File: src/rtl/wb_regfile.sv
// Write-back register file: 8x16 regs, two bypassed combinational read ports, per-register pending-write scoreboard.
// Commit, scoreboard and retire counter update on the clock edge; no backpressure taken, ID stalls on rs_busy/rt_busy.
module wb_regfile #(
  parameter int DATA_W = 16,
  parameter int REG_N  = 8
) (
  input  logic              clock,
  input  logic              reset,
  input  logic              sw1_in,
  input  logic              sw5_in,
  input  logic              sw7_in,
  input  logic              writeOrder_in,
  input  logic [2:0]        wb_addr,
  input  logic [DATA_W-1:0] alu_result,
  input  logic [DATA_W-1:0] load_data,
  input  logic [DATA_W-1:0] link_pc,
  input  logic [DATA_W-1:0] imm,
  input  logic              issue_valid,
  input  logic              issue_writes,
  input  logic [2:0]        issue_dest,
  input  logic [2:0]        rs_addr,
  input  logic [2:0]        rt_addr,
  output logic [DATA_W-1:0] rs_data,
  output logic [DATA_W-1:0] rt_data,
  output logic              rs_busy,
  output logic              rt_busy,
  output logic [15:0]       retire_count,
  output logic              sb_overflow
);

  logic [DATA_W-1:0] regs     [REG_N];
  logic [1:0]        pend     [REG_N];
  logic [1:0]        pend_nxt [REG_N];
  logic [REG_N-1:0]  inc_v;
  logic [REG_N-1:0]  dec_v;
  logic              ovf_set;
  logic [DATA_W-1:0] wb_dat;
  logic              rs_byp;
  logic              rt_byp;

  always_comb begin
    wb_dat = alu_result;
    if (sw7_in)      wb_dat = imm;
    else if (sw5_in) wb_dat = link_pc;
    else if (sw1_in) wb_dat = load_data;
  end

  assign rs_byp  = writeOrder_in && (wb_addr == rs_addr);
  assign rt_byp  = writeOrder_in && (wb_addr == rt_addr);
  assign rs_data = rs_byp ? wb_dat : regs[rs_addr];
  assign rt_data = rt_byp ? wb_dat : regs[rt_addr];
  // A single outstanding write that commits this cycle is satisfied by the bypass.
  assign rs_busy = (pend[rs_addr] != 2'd0) && !(rs_byp && (pend[rs_addr] == 2'd1));
  assign rt_busy = (pend[rt_addr] != 2'd0) && !(rt_byp && (pend[rt_addr] == 2'd1));

  always_comb begin
    inc_v = '0;
    dec_v = '0;
    for (int i = 0; i < REG_N; i++) begin
      inc_v[i] = issue_valid && issue_writes && (issue_dest == 3'(i));
      dec_v[i] = writeOrder_in && (wb_addr == 3'(i));
    end
  end

  always_comb begin
    pend_nxt = pend;
    ovf_set  = 1'b0;
    for (int i = 0; i < REG_N; i++) begin
      if (inc_v[i] && !dec_v[i]) begin
        if (pend[i] == 2'd3) ovf_set = 1'b1;
        else                 pend_nxt[i] = pend[i] + 2'd1;
      end else if (dec_v[i] && !inc_v[i] && (pend[i] != 2'd0)) begin
        pend_nxt[i] = pend[i] - 2'd1;
      end
    end
  end

  always_ff @(posedge clock or negedge reset) begin
    if (!reset) begin
      for (int i = 0; i < REG_N; i++) begin
        regs[i] <= '0;
        pend[i] <= 2'd0;
      end
      retire_count <= 16'd0;
      sb_overflow  <= 1'b0;
    end else begin
      if (writeOrder_in) begin
        regs[wb_addr] <= wb_dat;
        retire_count  <= retire_count + 16'd1;
      end
      pend        <= pend_nxt;
      sb_overflow <= sb_overflow | ovf_set;
    end
  end

endmodule

File: config.mk
export PLATFORM = sky130hd
export DESIGN_NAME = wb_regfile
export DESIGN_NICKNAME = d
export VERILOG_FILES = /design/src/rtl/wb_regfile.sv
export SDC_FILE = /design/constraint.sdc
export NUM_CORES = 1
export LEC_CHECK = 0
export ABC_AREA = 0
export CAP_MARGIN = 20
export CORE_ASPECT_RATIO = 0.6
export CORE_UTILIZATION = 55
export DETAILED_ROUTE_END_ITERATION = 8
export GPL_ROUTABILITY_DRIVEN = 0
export PLACE_DENSITY = 0.77
export SYNTH_ARGS = -nofsm -noshare
export SYNTH_HDL_FRONTEND = slang
export SYNTH_SLANG_ARGS = --single-unit
File: constraint.sdc
create_clock -name clock -period 1.9 [get_ports clock]
set_input_delay 0.19 -clock clock [delete_from_list [all_inputs] [get_ports clock]]
set_output_delay 0.19 -clock clock [all_outputs]
set_load 0.01 [all_outputs]
==> results of run 1 <==
-- per-layer routing --
layer  up-vias  wire length (um)  track usage (%)
met3        57              2760             7.95
li1       3733                 -                -
met2       455             13700             52.9
met1      4227             11900             48.2
met5         -                 0                0
met4         0               594             9.55
-- through the flow --
stage	util, %	TNS [ns]	hold WS (ns)
final	77.5	-5.09	0.240
after global placement	71.7	-20.18	0.129
after detailed placement	71.7	-26.22	0.129
after CTS	75.6	-4.92	0.243
after global routing	77.5	-6.71	0.271
after floorplan	-	0	-0.106
-- state kept, by name (all words and copies together), names as in the netlist --
signal        count
pend             16
regs            128
retire_count     16
sb_overflow       1
-- logic make-up after synthesis --
group / share of synthesized area (%)
DFF: 42.8
and+or+nand+nor: 12.5
AOI/OAI and AO/OA: 12.5
muxes: 25.8
xor gates and xnor gates: 1.95
adders and majority gates: 0.133
buffers and inverters: 4.32
-- path summary, 6_finish.rpt --
kind                                  startpoint               end  slack (ns)  depth (start not counted)
worst max-delay path                      sw1_in        rs_data[6]       -0.23                          7
worst min-delay path                       reset          regs[52]        0.24                          2
min in group clock              retire_count[15]  retire_count[15]        0.47                          1
max in group asynchronous                  reset          pend[13]        1.00                          3
worst min register to register  retire_count[15]  retire_count[15]        0.47                          1
worst max register to register          pend[13]       sb_overflow        0.32                          6
-- layout make-up --
type                            count  area share, %
Clock buffer                       19           3.47
Tap cell                          228           2.23
Timing Repair Buffer              300           20.8
Sequential cell                   161           31.6
Clock inverter                     13          0.794
Multi-Input combinational cell    649           41.1
Inverter                            2         0.0588
-- power by group through the flow --
stage | registers [mW] | clock network, mW | logic [mW]
final | 4.74 | 3.24 | 3.94
after global routing | 4.80 | 3.41 | 4.26
after CTS | 4.70 | 3.26 | 3.66
after detailed placement | 4.74 | 0 | 3.52
after global placement | 4.68 | 0 | 3.41
after floorplan | 4.59 | 0 | 2.02
-- critical path, stage by stage --
cell,delay [ns]
clkdlybuf4s50_1,0.52
buf_12,0.17
mux2i_1,0.29
o21ai_0,0.12
mux2i_1,0.32
o21ai_0,0.15
buf_2,0.17
-- repair_timing --
item | CTS | global route
endpoints found under the hold margin | 37 | 0
setup buffers | 16 | 27
gates cloned | 0 | 0
endpoints found under the setup margin | 34 | 36
hold buffers | 1 | 0
resized for setup | 218 | 38
pin swaps | 24 | 9
-- cell usage in the layout, fill, tap and decap left out, drive strengths merged, types with 3 or more instances in the layout --
master           n
and4             3
clkdlybuf4s50   90
nor3b            3
nand3b           3
clkbuf          19
nand4            8
nand2          140
dlymetal6s2s     5
mux4            72
xnor2           18
clkinvlp         4
buf            204
nand4b           3
clkinv           4
a31oi            3
inv              7
o21ai          140
dfrtp          161
or4              3
nor3             5
nor4             4
and3             4
nor2            63
mux2            34
mux2i           34
nand3           10
xor2             3
a21oi           70
==> results.json, run 1 <==
{
  "grt_pass1_wl_mm": 44.4,
  "areaGrowthSynthToFinish_pct": 35.5,
  "drt-total-wl_mm": 29.0,
  "leakage_nw": 5.67,
  "max_freq_mhz": 470,
  "netlist_area_mm2": 0.00942,
  "dp.cells": 1296,
  "critical_path_class": "input pin to primary output",
  "hpwlAfterDp_mm": 18.7,
  "dieArea_mm2": 0.0177,
  "numCtsBuffers": 17,
  "cp-start-kind": "input pin",
  "ys_types": 54,
  "drtPass1Iterations": 5,
  "ys_seq_elements": 161,
  "dpl-instance-area_mm2": 0.0118,
  "power_frac_seq_pct": 39.8,
  "switching_share_pct": 32.4,
  "end_kind": "primary output",
  "fin_cells": 1372,
  "violations": "setup timing",
  "drtIter0Drc": 875,
  "finalSetupViolations": 34,
  "ir_drop_v": 0.000618,
  "setup_ws_ns": -0.230,
  "route.detailed.drc": 0,
  "vias_per_cell": 6.17,
  "hp-class": "input pin to asynchronous set/reset pin",
  "fin_area_mm2": 0.0128,
  "synth_ff_type": "dfrtp_1",
  "p_int_mw": 8.05,
  "grt_overflow": 0,
  "cp_max_fo": 15,
  "synthTopCellsByArea": "dfrtp_1 43%, mux4_2 13%, o21ai_0 6.0%",
  "fin_nets": 1216,
  "rsz0062_at_grt": "yes",
  "diodes": 0,
  "timing.final.max_slew_violations": 0,
  "cp.required_ns": 1.71,
  "worstPathArrival_ns": 1.94,
  "wl_per_cell_um": 21.1,
  "antenna_found_initial": 0,
  "syn_area_per_cell_um2": 10.7,
  "finalHoldViolCount": 0,
  "drive_gt1_share_pct": 35.4,
  "clockRootBuffer": "clkbuf_16",
  "synth_edf_count": 0,
  "netlist_top_cells_count": "161 x dfrtp_1, 140 x nand2_1, 113 x o21ai_0",
  "period_share_pct": 112,
  "period_minus_slack_ns": 2.13,
  "status": "complete, but fails checks",
  "grt_max_degree": 52,
  "ys_async_sr_fraction_pct": 100,
  "antenna_left": 0,
  "worst_pin_slew_ns": 0.423,
  "synthCells": 884,
  "ff_latch_area_mm2": 0.00403,
  "power.density_mw_per_mm2": 934,
  "row_count": 36,
  "synthDominantCellAreaShare_pct": 42.8,
  "ys_seq_area_share_pct": 42.8,
  "numPortBuffers": 134,
  "synth.most_common_cell": "dfrtp_1",
  "grt_pass1_vias": 8176,
  "skew_ns": 0.00844,
  "io-pin-count": 135,
  "syn-num-nets": 969,
  "clock_sinks": 161,
  "start_util_pct": 57.1,
  "fin_total_pwr_mw": 11.9,
  "grt.total_usage_pct": 33.9,
  "yosys.area.top_type": "dfrtp_1",
  "h-tree-depth": 4,
  "p_clk_share_pct": 27.2,
  "power_frac_comb_pct": 33.0,
  "cts_tree": "done",
  "clock_path_buffers": 2,
  "die_w_um": 171,
  "core_mm2": 0.0165,
  "clk_pin_slew_worst_paths_ns": 0.07,
  "chipHeight_um": 103,
  "place_ws_ns": -0.520,
  "clock_latency_ns": 0.43,
  "relSlewSlack_pct": 71.0,
  "vias": 8472,
  "maxCapViolations": 0,
  "multi_input_area_mm2": 0.00525,
  "yosysWarnings": 0,
  "p_switching_mw": 3.87,
  "nFillCells": 1054
}
(Power assumes the default switching activity.)
==> inputs of run 2 (changes only) <==
--- a/config.mk
+++ b/config.mk
@@ -12,6 +12,7 @@
 export DETAILED_ROUTE_END_ITERATION = 8
 export GPL_ROUTABILITY_DRIVEN = 0
 export PLACE_DENSITY = 0.77
+export REMOVE_ABC_BUFFERS = 1
 export SYNTH_ARGS = -nofsm -noshare
 export SYNTH_HDL_FRONTEND = slang
 export SYNTH_SLANG_ARGS = --single-unit
==> run 2 against run 1 <==
Net effect: the run still ends with setup timing left; worst hold slack got worse by 0.028 ns; register-to-register slack lost 0.02 ns; sequential power barely moved; wire length is 2.1% higher; total power rose by 2.2%; die area stayed put; critical endpoint is now rs_data[10].
==> results.json, run 2 (same netlist as run 1, synthesis figures left out) <==
{
  "vias_per_cell": 6.15,
  "areaGrowthSynthToFinish_pct": 36.7,
  "critical_path_class": "register to primary output",
  "maxCapViolations": 0,
  "cp.required_ns": 1.71,
  "setup_tns_ns": -5.10,
  "cp_max_fo": 3,
  "worst_hold_slack_ns": 0.212,
  "row_count": 36,
  "final_cell_mix": "161 x dfrtp_1, 144 x buf_4, 115 x nand2_1",
  "wl_per_cell_um": 21.5,
  "skew_ns": 0.00660,
  "timing.final.max_slew_violations": 0,
  "clock_latency_ns": 0.43,
  "grt_overflow": 0,
  "numPortBuffers": 134,
  "chipHeight_um": 103,
  "start_util_pct": 57.1,
  "dieArea_mm2": 0.0177,
  "period_share_pct": 110,
  "hp-class": "input pin to asynchronous set/reset pin",
  "dpl-instance-area_mm2": 0.0118,
  "grt_pass1_wl_mm": 44.6,
  "leakage_nw": 5.72,
  "numCtsBuffers": 17,
  "final_common_cell": "dfrtp_1",
  "power.density_mw_per_mm2": 947,
  "ir_drop_v": 0.000669,
  "io-pin-count": 135,
  "max_freq_mhz": 481,
  "worst_pin_slew_ns": 0.579,
  "cts_tree": "done",
  "grt.total_usage_pct": 34.0,
  "diodes": 0,
  "relSlewSlack_pct": 61.1,
  "drt-total-wl_mm": 29.6,
  "status": "complete, but fails checks",
  "vias": 8451,
  "worstPathArrival_ns": 1.89,
  "antenna_found_initial": 0,
  "period_minus_slack_ns": 2.08,
  "antenna_left": 0,
  "route.detailed.drc": 0,
  "drive_gt1_share_pct": 35.7,
  "grt_pass1_vias": 8211,
  "finalSetupViolations": 34,
  "setup_ws_ns": -0.181,
  "drtIter0Drc": 826,
  "clockRootBuffer": "clkbuf_16",
  "end_kind": "primary output",
  "clock_sinks": 161,
  "die_w_um": 171,
  "finalHoldViolCount": 0,
  "regMostFlops": "regs",
  "rsz0062_at_grt": "yes",
  "drtPass1Iterations": 5,
  "cp-start-kind": "register",
  "violations": "setup timing",
  "core_mm2": 0.0165,
  "largest_register_ffs": 128,
  "fin_nets": 1220,
  "h-tree-depth": 4,
  "hpwlAfterDp_mm": 18.4,
  "clk_pin_slew_worst_paths_ns": 0.07,
  "grt_max_degree": 44,
  "largestRegisters": "regs: 128 flops, pend: 16 flops, retire_count: 16 flops",
  "fin_area_mm2": 0.0129,
  "clock_path_buffers": 2
}
-- run 2: cell types whose count changed in the layout (fill, tap and decap cells not counted), sizes merged --
cell,previous run,this run
bufinv,0,2
dlymetal6s2s,5,3
clkinvlp,4,3
clkinv,4,3
bufbuf,0,2
dlygate4sd2,0,3
-- run 2: final cells by class --
cell class	count	area, um^2
Multi-Input combinational cell	649	5210
Fill cell	1014	3610
Sequential cell	161	4030
Clock inverter	13	151
Timing Repair Buffer	304	2750
Tap cell	228	285
Inverter	2	7.51
Clock buffer	18	439
-- run 2: what timing repair did --
| item | in CTS | in global routing |
|---|---|---|
| gates resized for setup | 198 | 53 |
| gates cloned | 2 | 1 |
| pin swaps | 11 | 19 |
| endpoints found under the hold margin | 54 | 0 |
| setup buffers | 14 | 23 |
| endpoints found under the setup margin | 34 | 44 |
| hold buffers | 1 | 0 |
-- run 2: report_power, final --
part	internal [mW]	switching, mW
clock	1.99	1.55
sequential	4.12	0.638
combinational	2.19	1.71
-- run 2: worst max-delay path, stage by stage (launching register included) --
cell and delay, ns:
dfrtp_1 0.41, mux4_2 0.50, mux2_4 0.28, nand2_2 0.07, o21ai_2 0.05, buf_2 0.15
-- run 2: final timing paths --
check,from,end,slack [ns],cells after the start
worst max-delay path,regs[26],rs_data[10],-0.18,5
worst min-delay path,reset,regs[43],0.21,2
worst max register to register,pend[12],sb_overflow,0.30,7
worst min register to register,retire_count[15],retire_count[15],0.47,1
max in group asynchronous,reset,regs[89],1.01,3
min in group clock,retire_count[15],retire_count[15],0.47,1
-- run 2: metal layers --
metal | up-vias | wire length, um | global-route usage [%]
met3 | 63 | 3100 | 9.36
met2 | 472 | 13600 | 54.1
li1 | 3731 | - | -
met5 | - | 0 | 0
met1 | 4185 | 12200 | 45.8
met4 | 0 | 666 | 11.1
-- run 2: per-stage QoR --
stage	util [%]	instances	worst slack (ns)	power [mW]
3_5_place_dp	71.7	1303	-0.543	8.24
3_3_place_gp	71.7	1303	-0.516	8.09
4_1_cts	75.7	1351	-0.186	11.8
6_report	78.1	1375	-0.181	12.2
2_1_floorplan	-	812	-1.81	6.45
5_1_grt	78.1	1375	-0.223	12.7
